**config.mk**
```make
export PLATFORM = sky130hd
export DESIGN_NAME = ccff_chain_loader_flat
export DESIGN_NICKNAME = d
export VERILOG_FILES = /design/src/rtl/ccff_chain_loader_if.sv /design/src/rtl/ccff_chain_loader.sv /design/src/flat_wrapper.sv
export SDC_FILE = /design/constraint.sdc
export NUM_CORES = 1
export LEC_CHECK = 0
export ABC_CLOCK_PERIOD_IN_PS = 11800
export BUFFER_PORTS_ARGS = -buffer_cell sky130_fd_sc_hd__buf_2
export CORE_ASPECT_RATIO = 0.8
export CORE_MARGIN = 3
export CORE_UTILIZATION = 55
export CTS_CLUSTER_DIAMETER = 40
export CTS_CLUSTER_SIZE = 12
export DETAILED_ROUTE_END_ITERATION = 6
export GPL_TIMING_DRIVEN = 0
export PLACE_DENSITY = 0.75
export RECOVER_POWER = 50
export SLEW_MARGIN = 15
export SYNTH_ARGS = -nofsm -noshare
export SYNTH_HDL_FRONTEND = slang
export SYNTH_SLANG_ARGS = --single-unit
export TNS_END_PERCENT = 1
```
**constraint.sdc**
```tcl
create_clock -name prog_clk -period 11.8 [get_ports prog_clk]
set_input_delay 3.54 -clock prog_clk [delete_from_list [all_inputs] [get_ports prog_clk]]
set_output_delay 3.54 -clock prog_clk [all_outputs]
set_load 0.02 [all_outputs]
```
**src/rtl/ccff_chain_loader_if.sv**
```systemverilog
// Configuration word stream into the ccff chain loader (valid/ready).
interface ccff_chain_loader_if #(
  parameter int WORD_W = 32
);
  logic [WORD_W-1:0] cfg_data;
  logic              cfg_valid;
  logic              cfg_ready;

  modport master (output cfg_data, output cfg_valid, input cfg_ready);
  modport slave  (input cfg_data, input cfg_valid, output cfg_ready);
endinterface

```
**src/rtl/ccff_chain_loader.sv**
```systemverilog
// Serialises configuration words LSB-first into the tile ccff chain and
// releases fabric I/O isolation only after the chain tail has been verified.
//
// state   | meaning
// --------+--------------------------------------------------------------
// S_IDLE  | waiting for start; done/error/IO_ISOL_N hold last result
// S_LOAD  | accepting words and shifting one bit per enabled prog_clk
// S_CHECK | chain fully loaded; compare ccff_tail against first bit
// S_DONE  | result published, busy low; back to idle next cycle
module ccff_chain_loader #(
  parameter int WORD_W    = 32,
  parameter int CHAIN_LEN = 1024,
  parameter int CNT_W     = 16
) (
  input  logic               prog_clk,
  input  logic               pReset,
  input  logic               start,
  ccff_chain_loader_if.slave cfg,
  output logic               ccff_head,
  input  logic               ccff_tail,
  output logic               prog_clk_en,
  output logic               IO_ISOL_N,
  output logic               busy,
  output logic               done,
  output logic               error,
  output logic [CNT_W-1:0]   bit_count
);

  localparam int NWORDS    = (CHAIN_LEN + WORD_W - 1) / WORD_W;
  localparam int LAST_BITS = CHAIN_LEN - (NWORDS - 1) * WORD_W;
  localparam int WL_W      = $clog2(NWORDS + 1);
  localparam int SC_W      = $clog2(WORD_W + 1);

  localparam logic [WL_W-1:0]  NWORDS_C = WL_W'(NWORDS);
  localparam logic [SC_W-1:0]  WORD_C   = SC_W'(WORD_W);
  localparam logic [SC_W-1:0]  LAST_C   = SC_W'(LAST_BITS);
  localparam logic [CNT_W-1:0] CHAIN_C  = CNT_W'(CHAIN_LEN);

  typedef enum logic [1:0] {S_IDLE, S_LOAD, S_CHECK, S_DONE} state_t;

  state_t             state_q, state_d;
  logic [WL_W-1:0]    words_left_q, words_left_d;
  logic [WORD_W-1:0]  sreg_q, sreg_d;
  logic [SC_W-1:0]    scnt_q, scnt_d;
  logic [WORD_W-1:0]  hreg_q, hreg_d;
  logic               hfull_q, hfull_d;
  logic               hlast_q, hlast_d;
  logic               first_q, first_d;

  logic               head_d, en_d, iso_d, busy_d, done_d, error_d, ready_d;
  logic [CNT_W-1:0]   bit_count_d;

  logic               accept, refill, last_in;
  logic [WORD_W-1:0]  in_word;
  logic [SC_W-1:0]    in_bits;

  always_ff @(posedge prog_clk or posedge pReset) begin
    if (pReset) begin
      state_q       <= S_IDLE;
      words_left_q  <= '0;
      sreg_q        <= '0;
      scnt_q        <= '0;
      hreg_q        <= '0;
      hfull_q       <= 1'b0;
      hlast_q       <= 1'b0;
      first_q       <= 1'b0;
      ccff_head     <= 1'b0;
      prog_clk_en   <= 1'b0;
      IO_ISOL_N     <= 1'b0;
      busy          <= 1'b0;
      done          <= 1'b0;
      error         <= 1'b0;
      bit_count     <= '0;
      cfg.cfg_ready <= 1'b0;
    end else begin
      state_q       <= state_d;
      words_left_q  <= words_left_d;
      sreg_q        <= sreg_d;
      scnt_q        <= scnt_d;
      hreg_q        <= hreg_d;
      hfull_q       <= hfull_d;
      hlast_q       <= hlast_d;
      first_q       <= first_d;
      ccff_head     <= head_d;
      prog_clk_en   <= en_d;
      IO_ISOL_N     <= iso_d;
      busy          <= busy_d;
      done          <= done_d;
      error         <= error_d;
      bit_count     <= bit_count_d;
      cfg.cfg_ready <= ready_d;
    end
  end

  always_comb begin
    state_d      = state_q;
    words_left_d = words_left_q;
    sreg_d       = sreg_q;
    scnt_d       = scnt_q;
    hreg_d       = hreg_q;
    hfull_d      = hfull_q;
    hlast_d      = hlast_q;
    first_d      = first_q;
    head_d       = ccff_head;
    en_d         = 1'b0;
    iso_d        = IO_ISOL_N;
    busy_d       = busy;
    done_d       = done;
    error_d      = error;
    bit_count_d  = bit_count;
    refill       = 1'b0;
    accept       = cfg.cfg_valid & cfg.cfg_ready;
    last_in      = (words_left_q == WL_W'(1));
    // A word arriving with the holding register empty is treated as if it
    // were already held, so the first bit goes out on the very next cycle.
    in_word      = hfull_q ? hreg_q : cfg.cfg_data;
    in_bits      = (hfull_q ? hlast_q : last_in) ? LAST_C : WORD_C;

    unique case (state_q)
      S_IDLE: begin
        if (start) begin
          state_d      = S_LOAD;
          busy_d       = 1'b1;
          done_d       = 1'b0;
          error_d      = 1'b0;
          iso_d        = 1'b0;
          bit_count_d  = '0;
          words_left_d = NWORDS_C;
          scnt_d       = '0;
          hfull_d      = 1'b0;
        end
      end

      S_LOAD: begin
        if (bit_count == CHAIN_C) begin
          state_d = S_CHECK;
        end else begin
          refill = (scnt_q <= SC_W'(1)) && (hfull_q || accept);
          if (accept) begin
            words_left_d = words_left_q - 1'b1;
            if (words_left_q == NWORDS_C) first_d = cfg.cfg_data[0];
            if (!refill) begin
              hreg_d  = cfg.cfg_data;
              hfull_d = 1'b1;
              hlast_d = last_in;
            end
          end else if (refill) begin
            hfull_d = 1'b0;
          end

          if (scnt_q != '0) begin
            head_d      = sreg_q[0];
            en_d        = 1'b1;
            bit_count_d = bit_count + 1'b1;
            if (refill) begin
              sreg_d = in_word;
              scnt_d = in_bits;
            end else begin
              sreg_d = sreg_q >> 1;
              scnt_d = scnt_q - 1'b1;
            end
          end else if (refill) begin
            head_d      = in_word[0];
            en_d        = 1'b1;
            bit_count_d = bit_count + 1'b1;
            sreg_d      = in_word >> 1;
            scnt_d      = in_bits - 1'b1;
          end
        end
      end

      S_CHECK: begin
        busy_d  = 1'b0;
        state_d = S_DONE;
        if (ccff_tail != first_q) begin
          error_d = 1'b1;
        end else begin
          done_d = 1'b1;
          iso_d  = 1'b1;
        end
      end

      S_DONE: state_d = S_IDLE;

      default: state_d = S_IDLE;
    endcase

    ready_d = busy_d & ~hfull_d & (words_left_d != '0);
  end

endmodule
```
**src/flat_wrapper.sv**
```systemverilog
// flat-port wrapper written by rule: the top's interface ports become plain ports
module ccff_chain_loader_flat 
#(
  parameter int WORD_W    = 32,
  parameter int CHAIN_LEN = 1024,
  parameter int CNT_W     = 16
)
  (prog_clk, pReset, start, ccff_head, ccff_tail, prog_clk_en, IO_ISOL_N, busy, done, error, bit_count, cfg_cfg_data, cfg_cfg_valid, cfg_cfg_ready);
  ccff_chain_loader_if #(.WORD_W(WORD_W)) cfg_i ();
  input  logic prog_clk;
  input  logic pReset;
  input  logic start;
  output logic ccff_head;
  input  logic ccff_tail;
  output logic prog_clk_en;
  output logic IO_ISOL_N;
  output logic busy;
  output logic done;
  output logic error;
  output logic [CNT_W-1:0] bit_count;
  input wire logic [$bits(cfg_i.cfg_data)-1:0] cfg_cfg_data;
  input wire logic [$bits(cfg_i.cfg_valid)-1:0] cfg_cfg_valid;
  output wire logic [$bits(cfg_i.cfg_ready)-1:0] cfg_cfg_ready;
  assign cfg_i.cfg_data = cfg_cfg_data;
  assign cfg_i.cfg_valid = cfg_cfg_valid;
  assign cfg_cfg_ready = cfg_i.cfg_ready;
  ccff_chain_loader #(.WORD_W(WORD_W), .CHAIN_LEN(CHAIN_LEN), .CNT_W(CNT_W)) u_core (.prog_clk(prog_clk), .pReset(pReset), .start(start), .cfg(cfg_i), .ccff_head(ccff_head), .ccff_tail(ccff_tail), .prog_clk_en(prog_clk_en), .IO_ISOL_N(IO_ISOL_N), .busy(busy), .done(done), .error(error), .bit_count(bit_count));
endmodule
```
; Yosys cells after proc, flatten, opt, wreduce, memory -nomap -nowiden
; Index checks and enable logic that the tools add are counted.
; Widths: inputs -> output; s select.
[word_totals]
register_bits = 102
inputBits = 37
output_inout_bits = 23
word_cells = 92
[op_classes]
magnitude_cmp = 1
n_reduce_logical = 15
n_bitwise = 6
n_eq_ne = 12
add_sub_neg = 3
n_mux = 41
[op_table]
columns = cell, n
row1 = $mux 32, 4
row2 = $mux 16, 4
row3 = $mux 6, 8
row4 = $pmux 16 s2, 1
row5 = $pmux 6 s2, 2
row6 = $add 16x1->16 const B, 1
row7 = $eq 16x11->1 const B, 1
row8 = $mux 1, 15
row9 = $reduce_and 4->1, 3
row10 = $reduce_bool 6->1, 2
row11 = $sub 6x1->6 const B, 2
row12 = $reduce_and 3->1, 3
row13 = $pmux 1 s2, 4
row14 = $pmux 2 s4, 1
row15 = $eq 6x6->1 const B, 1
row16 = $le 6x1->1 const B, 1
row17 = $ne 2x2->1 const B, 3
row18 = $reduce_bool 2->1, 3
row19 = $eq 2x2->1 const B, 2
row20 = $mux 2, 2
row21 = $ne 2x1->1 const B, 2
row22 = $and 1x1->1, 3
row23 = $ne 3x1->1 const B, 1
row24 = $not 1->1, 3
row25 = other kinds (6), 6

; Logic depth before layout (Yosys ltp)
[logic_depth]
depth_word = 10
depth_mapped = 10
depth_no_buf = 8

; Worst setup path after synthesis
; No wires, ideal clock.
[synth_timing]
kind = in2reg
from = input port cfg_cfg_valid
to = register u_core.cfg.cfg_ready
setup_slack_ns = 6.902
stages = 7
arrival_ns = 4.772
setup_ns = 0.126
n_path_buf = 1
required_time_ns = 11.674
path_cell_list = and2_1 clkbuf_1 nand2_1 nor4_1 xnor2_1 nand4_1 o311a_1
[synth_between]
elab_chain_cells = 10
word_cells_on_any_way = 15
classes_between = 8 x mux / 4 x bitwise / 3 x reduce/logical
[synth_rtl]
columns = element, line_no
row1 = "start, declared", flat_wrapper.sv:22  ; input wire logic [$bits(cfg_i.cfg_valid)-1:0] cfg_cfg_valid;
row2 = $and 1x1->1 (*), ccff_chain_loader.sv:112  ; accept = cfg.cfg_valid & cfg.cfg_ready;
row3 = $logic_or 1x1->1, ccff_chain_loader.sv:138  ; refill = (scnt_q <= SC_W'(1)) && (hfull_q || accept);
row4 = $logic_and 1x1->1, ccff_chain_loader.sv:138
row5 = "$mux 1, on equally long branches", "ccff_chain_loader.sv:147, ccff_chain_loader.sv:142"
row6 = $mux 1, ccff_chain_loader.sv:139  ; if (accept) begin
row7 = $mux 1, ccff_chain_loader.sv:135  ; if (bit_count == CHAIN_C) begin
row8 = $pmux 1 s2, ccff_chain_loader.sv:119  ; unique case (state_q)
row9 = $not 1->1, ccff_chain_loader.sv:188  ; ready_d = busy_d & ~hfull_d & (words_left_d != '0);
row10 = $and 1x1->1, ccff_chain_loader.sv:188
row11 = $and 1x1->1 (*), ccff_chain_loader.sv:188
row12 = named net u_core.ready_d, ccff_chain_loader.sv:50  ; logic head_d, en_d, iso_d, busy_d, done_d, error_d, ready_d;
row13 = "end signal, assigned", ccff_chain_loader.sv:91  ; cfg.cfg_ready <= ready_d;
row14 = "end, declared", ccff_chain_loader_if.sv:10  ; modport slave (input cfg_data, input cfg_valid, output cfg_ready);
; The timed path passes the listed nets; every way through them passes the cells marked *.
; A chain may end at the register's enable or synchronous reset.

; Worst setup path after layout
[layout_timing]
from = input port start
to = register u_core.cfg.cfg_ready
[layout_between]
elab_chain_cells = 5
word_cells_on_any_way = 10
classes_between = 6 x mux / 3 x bitwise / 1 x reduce/logical
[layout_rtl]
columns = element, line_no
row1 = "start, declared", flat_wrapper.sv:12  ; input logic start;
row2 = $mux 1, ccff_chain_loader.sv:121  ; if (start) begin
row3 = $pmux 1 s2, ccff_chain_loader.sv:119
row4 = $not 1->1, ccff_chain_loader.sv:188
row5 = $and 1x1->1, ccff_chain_loader.sv:188
row6 = $and 1x1->1 (*), ccff_chain_loader.sv:188
row7 = named net u_core.ready_d, ccff_chain_loader.sv:50
; Marks and branches as above.

==> flow_summary.yaml <==
status:
  status: "completed"
floorplan:
  fp.dieH_um: 96.9
  rows: 32
  core_um2: 9850
  initial_utilization: 0.577
  dieWidth_um: 120
  io_pins: 60
  die_area_um2: 11600
global_routing:
  grt_pass1_vias: 4488
  track_usage: 0.228
  grt_max_degree: 80
  grt_pass1_wl_um: 21700
  antenna_found_initial: 0
  grt_overflow: 0
final_layout:
  fill_cells: 818
  drive_gt1_frac: 0.269
  final_cell_mix: "102 x dfrtp_1, 82 x nand2_1, 68 x buf_2"
  diodes: 0
  syn_to_final_growth_pct: 13.7
  final_common_cell: "dfrtp_1"
  final_nets: 694
  final_area_um2: 6460
critical_path:
  crit_family: "simple AND/OR/NAND/NOR gates"
  end_kind: "flop"
  cp_cell_sequence: "clkbuf_1, mux2i_1, nor2_1, nor2_1, o31ai_1, nand4_1, o311a_1"
  start_kind: "primary input"
  max_stage_delay_ns: 0.49
  crit_path_frequent_cell: "nor2_1"
  critPathSlowestCell: "nor2_1"
  worstPathArrival_ns: 5.22
  crit_buf_inv: 1
  critPathKind: "in -> reg"
  cp_data_required_time_ns: 12.03
  worstPathMaxFanout: 8
cts:
  clk_pin_slew_ns: 0.07
  cts_root_buf: "clkbuf_16"
  clk_latency_ns: 0.35
  cts_buffers: 9
  cts_setup_buffers: 0
  cts_buffer_depth: 2
  h-tree-depth: 3
  cts_tree: "done"
  numClockSinks: 102
  cts_hold_buf: 0
  cts-resized-gates: 0
place:
  dp_hpwl_um: 9170
  gp_congestion: 0.873
  place_area_um2: 6180
  port_buffers: 59
synthesis:
  syn-cell-area_um2: 5680
  synth_top_flop_cell: "dfrtp_1"
  synthCells: 578
  yosysUniqueCellTypes: 55
  synth_edf_count: 0
  muxShareOfSynthArea: 0.153
  synthAdderAreaFrac: 0.0176
  synth-compound-area-share: 0.113
  ys_async_sr_fraction: 1.00
  synth_top_family_by_area: "simple AND/OR/NAND/NOR gates"
  avgSynthCellArea_um2: 9.83
  synth_seq_cells: 102
  synth-xor-area-share: 0.0260
  synth-simple-area-share: 0.196
  synth_nets: 623
  synth_seq_area_share: 0.449
  ys_warn_count: 0
sta:
  max_slew_margin: 0.232
  fin_crit_ns: 4.99
  rsz0062_at_grt: "false"
  finalClockSkew_ns: 0.00715
  slew_violations: 0
  max_freq_mhz: 201
  finalCritPeriodShare: 0.423
  finalSetupViolCount: 0
  worst_pin_slew_ns: 1.15
  fin_setup_tns_ns: 0
  hold_viol: 0
detailed_routing:
  totalWireLength_um: 12900
  drt.antenna.violating_nets: 0
  wl_per_cell_um: 16.4
  dr.pass1.iters: 5
  drc_errors: 0
  vias: 4549
  via_per_inst: 5.76
  drt_iter0_drc: 290
hold_path:
  worstHoldPathType: "reg -> reg"
power:
  leakage_uw: 0.00303
  p_per_area_nw_per_um2: 189
  ir_worst_vdd_mv: 0.0892
job:
  maxCapViolations: 0
Yosys cell counts (all sizes together), types with 2 or more instances:
library cell / n / share of area
dfrtp: 102 / 0.45
or2: 30 / 0.033
a21o: 2 / 0.0029
nand4: 10 / 0.015
a21oi: 8 / 0.0070
nor4b: 2 / 0.0084
and2: 2 / 0.0022
mux2: 38 / 0.095
buf: 20 / 0.025
and3: 3 / 0.0033
o21ai: 55 / 0.049
ha: 8 / 0.018
a31oi: 31 / 0.034
a22oi: 2 / 0.0026
o31ai: 2 / 0.0026
inv: 15 / 0.0099
and4: 4 / 0.0066
clkbuf: 15 / 0.010
xor2: 15 / 0.024
a22o: 2 / 0.0031
nand2: 82 / 0.054
nand3: 16 / 0.015
mux2i: 33 / 0.058
nor2: 59 / 0.041
nor4: 2 / 0.0048
nor3: 6 / 0.0053
final timing paths:
path,cells past startpoint,start,end,slack [ns]
max,7,start,u_core.cfg.cfg_ready,6.81
min,2,u_core.sreg_q[27],u_core.sreg_q[27],0.48
max reg2reg,9,u_core.state_q[1],u_core.bit_count[10],9.47
min reg2reg,2,u_core.sreg_q[27],u_core.sreg_q[27],0.48
max in group asynchronous,3,pReset,u_core.hreg_q[11],7.50
min in group asynchronous,2,pReset,u_core.hreg_q[29],3.41
report_power, final:
part | total (µW) | leakage [µW] | switching [µW] | internal [µW]
logic | 419 | 0.00156 | 230 | 189
clock network | 297 | 0.000143 | 133 | 164
registers | 506 | 0.00133 | 67.3 | 439
total | 1220 | 0.00303 | 430 | 792
flip-flops by register name, summed over array words and instances (netlist names):
| register | cells |
|---|---|
| u_core.ccff_head | 1 |
| u_core.prog_clk_en | 1 |
| u_core.busy | 1 |
| u_core.scnt_q | 6 |
| u_core.cfg.cfg_ready | 1 |
| u_core.words_left_q | 6 |
| u_core.bit_count | 16 |
| u_core.IO_ISOL_N | 1 |
| u_core.sreg_q | 32 |
| u_core.first_q | 1 |
| u_core.hreg_q | 32 |
| u_core.hfull_q | 1 |
| u_core.state_q | 2 |
| u_core.error | 1 |
through the flow:
| stage | hold slack [ns] | util | total power [µW] | setup WS, ns | std cells |
|---|---|---|---|---|---|
| final | 0.482 | 0.656 | 1220 | 6.81 | 790 |
| after global routing | 0.501 | 0.656 | 1300 | 6.71 | 790 |
| after CTS | 0.481 | 0.657 | 1230 | 6.92 | 790 |
| after detailed placement | 0.465 | 0.627 | 926 | 6.54 | 774 |
| after global placement | 0.455 | 0.624 | 904 | 4.30 | 773 |
| after floorplan | 0.442 | - | 817 | 5.58 | 578 |
layout make-up:
class | count | area, µm² | area share
sequential | 102 | 2550 | 0.395
inverter | 15 | 57.6 | 0.00891
multi-input combinational | 426 | 2870 | 0.444
buffer | 35 | 199 | 0.0308
tap | 136 | 170 | 0.0263
clock buffer | 10 | 229 | 0.0355
clock inverter | 6 | 61.3 | 0.00949
timing repair buffer | 60 | 320 | 0.0496
layer usage:
layer	global-route usage	vias to the layer above	wire length, µm
li1	-	2141	-
met1	0.321	2251	6040
met2	0.355	132	5990
met3	0.0497	25	693
met4	0.0722	0	217
met5	0	-	0
cells by family (layout without fill, tap and decap cells):
family / after synthesis / count (layout)
simple gates: 222 / 222
compound gates: 109 / 109
flops: 102 / 102
mux: 71 / 71
buf+inv: 50 / 126
xor+xnor: 16 / 16
fa+ha+maj: 8 / 8
worst register-to-register path: cells and delay by family, from the launching register on:
family	cells	cell delay, ns
buf+inv	3	0.38
flops	1	0.40
xor+xnor	1	0.18
compound gates	1	0.60
fa+ha+maj	1	0.20
simple gates	3	0.43
Power figures use the tool's default switching activity.
